===== src/rtl/booth_multiplier_seq.sv =====
// Iterative radix-2 Booth multiplier, signed or unsigned per operation.
// One add/sub-and-shift per cycle over WIDTH+1 iterations with a start/busy/done handshake.
module booth_multiplier_seq #(
    parameter int WIDTH = 32
) (
    input  logic                 clk,
    input  logic                 reset,
    input  logic                 start,
    input  logic                 is_signed,
    input  logic [WIDTH-1:0]     in1,
    input  logic [WIDTH-1:0]     in2,
    output logic                 busy,
    output logic                 done,
    output logic [2*WIDTH-1:0]   out
);

    localparam int CW = $clog2(WIDTH + 2);

    typedef enum logic {
        S_IDLE = 1'b0,
        S_RUN  = 1'b1
    } state_t;

    state_t               r_state;
    logic [WIDTH+1:0]     r_a;
    logic [WIDTH:0]       r_q;
    logic [WIDTH:0]       r_m;
    logic                 r_q_1;
    logic [CW-1:0]        r_count;
    logic                 r_busy;
    logic                 r_done;
    logic [2*WIDTH-1:0]   r_out;

    logic [WIDTH:0]       w_in1_ext;
    logic [WIDTH:0]       w_in2_ext;
    logic [WIDTH+1:0]     w_m_ext;
    logic [WIDTH+1:0]     w_sum;
    logic [WIDTH+1:0]     w_a_sh;
    logic [WIDTH:0]       w_q_sh;
    logic                 w_last;

    // Extending by one bit lets the signed Booth recoding also cover unsigned operands exactly.
    assign w_in1_ext = {is_signed & in1[WIDTH-1], in1};
    assign w_in2_ext = {is_signed & in2[WIDTH-1], in2};
    assign w_m_ext   = {r_m[WIDTH], r_m};

    always_comb begin
        w_sum = r_a;
        unique case ({r_q[0], r_q_1})
            2'b01:   w_sum = r_a + w_m_ext;
            2'b10:   w_sum = r_a - w_m_ext;
            default: w_sum = r_a;
        endcase
    end

    assign w_a_sh = {w_sum[WIDTH+1], w_sum[WIDTH+1:1]};
    assign w_q_sh = {w_sum[0], r_q[WIDTH:1]};
    assign w_last = (r_count == CW'(WIDTH));

    always_ff @(posedge clk or negedge reset) begin
        if (!reset) begin
            r_state <= S_IDLE;
            r_a     <= '0;
            r_q     <= '0;
            r_m     <= '0;
            r_q_1   <= 1'b0;
            r_count <= '0;
            r_busy  <= 1'b0;
            r_done  <= 1'b0;
            r_out   <= '0;
        end else begin
            r_done <= 1'b0;
            unique case (r_state)
                S_IDLE: begin
                    if (start) begin
                        r_m     <= w_in1_ext;
                        r_q     <= w_in2_ext;
                        r_a     <= '0;
                        r_q_1   <= 1'b0;
                        r_count <= '0;
                        r_busy  <= 1'b1;
                        r_state <= S_RUN;
                    end
                end
                S_RUN: begin
                    r_a     <= w_a_sh;
                    r_q     <= w_q_sh;
                    r_q_1   <= r_q[0];
                    r_count <= r_count + 1'b1;
                    if (w_last) begin
                        // Low 2*WIDTH bits of the shifted {A,Q} are the exact product in both modes.
                        r_out   <= {w_a_sh[WIDTH-2:0], w_q_sh};
                        r_done  <= 1'b1;
                        r_busy  <= 1'b0;
                        r_state <= S_IDLE;
                    end
                end
                default: r_state <= S_IDLE;
            endcase
        end
    end

    assign busy = r_busy;
    assign done = r_done;
    assign out  = r_out;

endmodule


===== config.mk =====
export PLATFORM = sky130hd
export DESIGN_NAME = booth_multiplier_seq
export DESIGN_NICKNAME = d
export VERILOG_FILES = /design/src/rtl/booth_multiplier_seq.sv
export SDC_FILE = /design/constraint.sdc
export NUM_CORES = 1
export LEC_CHECK = 0
export CAP_MARGIN = 5
export CORE_ASPECT_RATIO = 1.25
export CORE_MARGIN = 10
export CORE_UTILIZATION = 30
export CTS_CLUSTER_DIAMETER = 30
export DETAILED_ROUTE_END_ITERATION = 16
export MAX_ROUTING_LAYER = met4
export PLACE_DENSITY_LB_ADDON = 0.25
export SLEW_MARGIN = 20
export SYNTH_ARGS = -nofsm -noshare
export SYNTH_HDL_FRONTEND = slang
export SYNTH_SLANG_ARGS = --single-unit

===== constraint.sdc =====
create_clock -name clk -period 8.9 [get_ports clk]
set_input_delay 1.78 -clock clk [delete_from_list [all_inputs] [get_ports clk]]
set_output_delay 1.78 -clock clk [all_outputs]
set_load 0.02 [all_outputs]

==> results.md, run 1 <==
- Run status: finished, final reports clean
- Crit path launch type: flop
- Leakage power: 5.53 nW
- First-pass GRT wire length: 43000 um
- Core region area: 31100 sq um
- Endpoint class of the critical path: flop
- Power density normalized to cell area: 486 nW/um^2
- Buffering stage count on the worst path with inverters included: 0
- Clock transition time at the flip-flop clock pins of the worst setup and hold paths: 70 ps
- Count of buffers added by post-CTS timing repair for setup: 0
- Leading cell type by number of instances after synthesis: nand2_1
- Layout area overhead: 25.0%
- Placed Area: 11200 sq um
- Sink of the worst hold path: out[41]
- Slew at the pin closest to its max-slew limit: 961 ps
- Worst Setup Path Type: flop to flop
- Synthesis-stage register bit count: 173
- Final std cells w/o fill: 1616
- Remaining global-route overflow: 0
- Yosys top cell by area: dfrtp_1
- Net count reported at finish: 1303
- Reg-to-reg setup timing slack: 4360 ps
- Min-Delay Path Class: flop to flop
- Filler Cells Inserted: 3196
- CTS tree: built
- Startpoint of the tightest hold check path: out[41]
- Number of pins exceeding their max-slew limit in the final report: 0
- Warning count from the yosys run: 0
- Minimum hold slack: 472 ps
- Std-Cell Rows: 72
- Vias in the first global route: 8005
- Hold violation count in the final report: 0
- Reg-to-Reg Start: r_m[4]
- Worst path cell trace: or4_1, nor3_1, and3b_1, nand2_1, or4_4, nor3_2, a21oi_1, xnor2_1, ha_1, a21o_1, a21o_1, a21oi_1, o21ai_0, a21oi_1, mux2i_1, a221o_1
- CTS Root Cell: clkbuf_16
- Ant. Diodes: 0
- Leading cell types by total area after synthesis: dfrtp_1 46%, nand2_1 13%, ha_1 4.9%, o21ai_0 4.7%, xnor2_1 4.1%
- Net count after synthesis: 1196
- Critical path launch point: r_m[4]
- Die width: 179 um
- Area share of the leading cell type in the synthesized netlist: 45.6%
- Number of sinks driven by the clock tree: 173
- Gate count after technology mapping: 1090
- CP max FO: 8
- Most frequent cell on the critical path: a21oi_1
- Effective utilization at floorplan: 30.6%
- Unrepaired setup endpoints after global routing: false
- Arrival time of the worst setup path: 4850 ps
- Final antenna-violating net count: 0
- Post-DP HPWL: 19000 um
- Clock buffer count from CTS: 17
- Number of failing setup endpoints in the final timing report: 0
- Cell depth of the worst min-delay path: 2
- Worst path required time: 9210 ps
- Post-synthesis sequential area ratio: 45.6%
- Depth of the worst register-to-register path: 16
- Worst skew pair latency: 430 ps
- Number of synthesized flops with an enable pin: 0
- Most used standard cells in the synthesized netlist: 328 x nand2_1, 173 x dfrtp_1, 89 x o21ai_0
- Total negative slack: 0 ps
- First DRT Iteration DRCs: 421
- Count of pins on the block boundary: 134
- Antenna violations before repair: 0
- Synthesized cell area: 9500 sq um
- DRT Pass-1 Iters: 4
- RR Endpoint: r_a[30]
- Gpl congestion: 0.855
- Finished Cell Area: 11900 sq um
- Number of buffers added to fix hold violations after cts: 0
- Total area of sequential cells: 4330 sq um
- Total Wirelength: 26600 um
- Main flop type after synthesis: dfrtp_1
- MaxCap Viol Count: 0
- Total routing resource utilization after global routing: 14.1%
- Cell count after placement: 1585
- Die extent in y: 219 um
- Number of cells upsized or downsized after cts: 0
- Highest achievable clock rate: 0.220 GHz
- Area occupied by multi-input gates: 4910 sq um
- Clock Skew: 11.0 ps
- Count of input and output buffers: 133
- Crit path max-delay cell type: or4_1
- Number of buffers on the longest clock path: 2
- Fraction of layout instances using a drive strength above 1: 5.38%
- Die area: 39200 sq um
- CP top delay family: simple AND/OR/NAND/NOR gates
- Maximum number of pins on one net before global-route repair: 93
- Async set-reset flop share out of synthesis: 100%
- Slew Limit Headroom: 35.9%
- Post-layout min period: 4540 ps
- Number of vias per cell after detailed routing: 4.90
- Crit share post-route: 51.0%
- Maximum resistive drop on vdd: 0.000158 V
- Detailed-route wire length per cell: 16.4 um
- Unique cell type count in the Yosys netlist: 58
- H-tree Lvls: 4
- Biggest cell delay along the critical path: 680 ps
- Per-instance average area after synthesis: 8.72 sq um
- Via Count: 7919
- Remaining routing DRC violations: 0
==> stage by stage <==
stage / power (mW) / setup slack (ps) / util (%)
finish: 5.77 / 4360 / 38.2
CTS: 5.83 / 4370 / 38.2
floorplan: 3.94 / 4820 / -
detailed placement: 4.96 / 4380 / 36.1
global route: 6.32 / 3990 / 38.2
global placement: 4.94 / 4400 / 36.1
==> worst max-delay path by stage <==
stage | endpoint | depth (start not counted)
3_5_place_dp | out[59] | 14
5_1_grt | r_a[30] | 16
2_1_floorplan | r_a[30] | 18
3_3_place_gp | out[59] | 14
6_report | r_a[30] | 16
4_1_cts | out[59] | 14
==> sequential cells by signal (all words and copies together) (netlist names) <==
| signal | cells |
|---|---|
| out | 64 |
| r_a | 33 |
| r_m | 33 |
| r_q | 33 |
| r_count | 6 |
| busy | 1 |
| done | 1 |
| r_q_1 | 1 |
| r_state | 1 |
==> worst register-to-register path, delay by kind of cell (launching register included) <==
| family | cells | cell delay, ps |
|---|---|---|
| xor gates and xnor gates | 1 | 220 |
| and+or+nand+nor | 6 | 2050 |
| adders and majority gates | 1 | 360 |
| DFF | 1 | 420 |
| muxes | 1 | 120 |
| AOI/OAI and AO/OA | 7 | 1280 |
==> per-layer routing <==
layer / part of all wire (%) / track usage (%) / wire (um) / vias to the layer above
li1: - / - / - / 3960
met2: 47 / 22.7 / 12500 / 176
met5: 0 / - / 0 / -
met3: 4.4 / 2.56 / 1180 / 21
met1: 47 / 17.8 / 12500 / 3762
met4: 1.2 / 3.72 / 327 / 0
==> placed cells by master, fill, tap and decap left out, types with 5 or more instances in the layout <==
master             n
nand2_1          328
dfrtp_1          172
clkdlybuf4s50_1  131
o21ai_0           89
a21oi_1           62
nor2_1            44
xnor2_1           44
mux2i_1           38
ha_1              36
inv_1             19
a22o_1            18
xor2_1            17
clkbuf_16         17
nor3_1            16
a21o_1            14
buf_4             10
nand4_1            9
o31ai_1            9
and3_1             9
mux2_2             9
nand3_1            9
a211oi_1           8
and2_1             5
or4_1              5
bufinv_16          5
==> area by class of cell <==
type	count	share of cell area, %
clock inverter	13	1.77
multi-input combinational	842	41.3
clock buffer	18	3.70
sequential	173	36.5
tap	407	4.29
timing repair buffer	143	11.8
inverter	20	0.632
==> kinds of logic after synthesis <==
| group | count (synthesis) | share of synthesized area [%] |
|---|---|---|
| mux | 47 | 5.07 |
| xor+xnor | 61 | 5.62 |
| flops | 173 | 45.6 |
| compound gates | 239 | 15.3 |
| buf+inv | 75 | 2.98 |
| simple gates | 457 | 20.4 |
| fa+ha+maj | 38 | 5.08 |
==> power breakdown <==
| part | internal, mW | switching [mW] |
|---|---|---|
| clock | 0.507 | 0.331 |
| combinational | 1.48 | 1.95 |
| sequential | 1.18 | 0.321 |
| total | 3.16 | 2.61 |
Power figures use the tool's default switching activity.
==> run 2, diff against run 1 <==
Clock period 8.9 ns to 4.26 ns, I/O delays scaled along.
==> run 2 against run 1 <==
- fmax grew 12%
- non-clock buffer count grew 21
- setup slack lost 4200 ps
- final cell count grew 1.4%
- critical endpoint is now r_a[29]
- largest cell class unchanged
- highest routed layer unchanged
==> results.md, run 2 (synthesized netlist as in run 1, its figures left out) <==
- Run status: finished, final reports clean
- Biggest cell delay along the critical path: 530 ps
- Leading cell types in the layout, fill and taps excluded: 328 x nand2_1, 171 x dfrtp_1, 131 x clkdlybuf4s50_1
- First-pass GRT wire length: 43200 um
- Number of failing setup endpoints in the final timing report: 0
- Post-layout min period: 4050 ps
- Net count reported at finish: 1324
- Leakage power: 5.61 nW
- Total power consumption of the routed design: 12.3 mW
- Remaining routing DRC violations: 0
- CTS Root Cell: clkbuf_16
- H-tree Lvls: 4
- Total Wirelength: 27100 um
- Proportion of total power due to net switching: 46.0%
- DRT Pass-1 Iters: 4
- Vias in the first global route: 8074
- Count of input and output buffers: 133
- Crit share post-route: 95.1%
- Clock Skew: 13.0 ps
- Clock buffer count from CTS: 17
- MaxCap Viol Count: 0
- Via Count: 7915
- Worst Setup Path Type: flop to flop
- Post-DP HPWL: 19700 um
- Final setup margin: 208 ps
- Worst path required time: 4580 ps
- Total routing resource utilization after global routing: 14.2%
- Ant. Diodes: 0
- Number of buffers on the longest clock path: 2
- Relative contribution of sequential cells to total power: 25.3%
- Std-Cell Rows: 72
- Slew at the pin closest to its max-slew limit: 917 ps
- Total negative slack: 0 ps
- Maximum number of pins on one net before global-route repair: 92
- Max FFs per register: 64
- Depth of the worst register-to-register path: 16
- Core region area: 31100 sq um
- Worst slack at placement: 3.37 ps
- Layout area overhead: 26.8%
- Final antenna-violating net count: 0
- Antenna violations before repair: 0
- CP max FO: 5
- Switching component of the power: 5.66 mW
- First DRT Iteration DRCs: 419
- Die extent in y: 219 um
- Worst skew pair latency: 440 ps
- CTS tree: built
- Filler Cells Inserted: 3197
- Power density normalized to cell area: 1020 nW/um^2
- Worst path cell trace: or4_1, nor3_2, and3b_2, nand2_1, or4_4, and2_1, xnor2_1, ha_1, nor2_1, nand2_1, a21oi_1, a2111oi_0, a21oi_1, o21ai_1, xor2_1, a221o_1
- Cell depth of the worst min-delay path: 2
- Remaining global-route overflow: 0
- Slew Limit Headroom: 38.9%
- Hold violation count in the final report: 0
- Min-Delay Path Class: flop to flop
- Highest achievable clock rate: 0.247 GHz
- Most common library cell in the layout ignoring fill and taps: nand2_1
- Fraction of layout instances using a drive strength above 1: 8.29%
- Reg-to-reg setup timing slack: 210 ps
- Clock group share of total power: 13.0%
- Endpoint class of the critical path: flop
- Maximum resistive drop on vdd: 0.000339 V
- Arrival time of the worst setup path: 4370 ps
- Portion of total power attributed to combinational logic: 61.7%
- Count of pins on the block boundary: 134
- Number of sinks driven by the clock tree: 173
- Crit path launch type: flop
- Gpl congestion: 0.875
- Number of pins exceeding their max-slew limit in the final report: 0
- Die width: 179 um
- Effective utilization at floorplan: 30.6%
- Internal power summed over all cells: 6.65 mW
- Die area: 39200 sq um
- Clock transition time at the flip-flop clock pins of the worst setup and hold paths: 70 ps
- Detailed-route wire length per cell: 16.5 um
- Crit path max-delay cell type: or4_1
- Number of vias per cell after detailed routing: 4.83
==> run 2: changes by cell type in the layout (fill, tap and decap cells not counted), moves of 2 or more <==
| cell | previous run | this run |
|---|---|---|
| buf_4 | 10 | 30 |
| a211oi_1 | 8 | 4 |
| a211oi_2 | 0 | 4 |
| a21oi_1 | 62 | 58 |
| a21oi_2 | 0 | 4 |
| bufinv_16 | 5 | 2 |
| clkinv_4 | 0 | 3 |
| nor3_1 | 16 | 13 |
| nor3_2 | 1 | 4 |
| o21ai_0 | 89 | 87 |
| o21ai_1 | 4 | 6 |
==> run 2: worst max-delay path: cells and delay by family (launching register included) <==
kind / cells / cell delay [ps]
compound gates: 5 / 1110
xor+xnor: 2 / 270
fa+ha+maj: 1 / 230
flops: 1 / 430
simple gates: 8 / 1890
==> run 2: area by class of cell <==
| type | instances | area, sq um | share of cell area (%) |
|---|---|---|---|
| clock buffer | 18 | 429 | 3.56 |
| clock inverter | 14 | 158 | 1.31 |
| timing repair buffer | 164 | 1570 | 13.1 |
| sequential | 173 | 4330 | 35.9 |
| tap | 407 | 509 | 4.23 |
| multi-input combinational | 842 | 4970 | 41.3 |
| inverter | 20 | 75.1 | 0.623 |
==> run 2: worst paths after layout <==
kind,from,end
worst max-delay path,r_m[6],r_a[29]
worst min-delay path,out[5],out[5]
worst max register to register,r_m[6],r_a[29]
worst min register to register,out[5],out[5]
max in group asynchronous,reset,out[22]
min in group asynchronous,reset,r_m[7]
==> run 2: power groups by stage <==
stage | registers, mW | logic, mW | clock network [mW]
global placement | 3.13 | 7.45 | 0
finish | 3.11 | 7.60 | 1.60
floorplan | 3.30 | 4.93 | 0
CTS | 3.12 | 7.54 | 1.65
detailed placement | 3.15 | 7.50 | 0
global route | 3.23 | 8.50 | 1.71
==> run 2: per-stage QoR <==
stage          util (%)  instance area, sq um  hold slack (ps)  instances
2_1_floorplan         -                  9500              453       1090
3_3_place_gp       36.6                 11400              458       1605
3_5_place_dp       36.6                 11400              462       1605
4_1_cts            38.5                 12000              479       1637
5_1_grt            38.8                 12000              494       1638
6_report           38.8                 12000              473       1638
==> run 2: metal layers <==
metal | vias up | part of all wire (%) | GRT usage (%)
li1 | 3997 | - | -
met1 | 3742 | 48 | 18.0
met2 | 150 | 47 | 23.0
met3 | 26 | 3.7 | 2.22
met4 | 0 | 1.3 | 4.08
met5 | - | 0 | -
==> run 2: what timing repair did <==
item | 4_1_cts | 5_1_grt
hold buffers | 0 | 0
gates resized for setup | 1 | 18
buffers inserted | 0 | 1
setup endpoints to repair | 1 | 15
pin swaps | 0 | 5
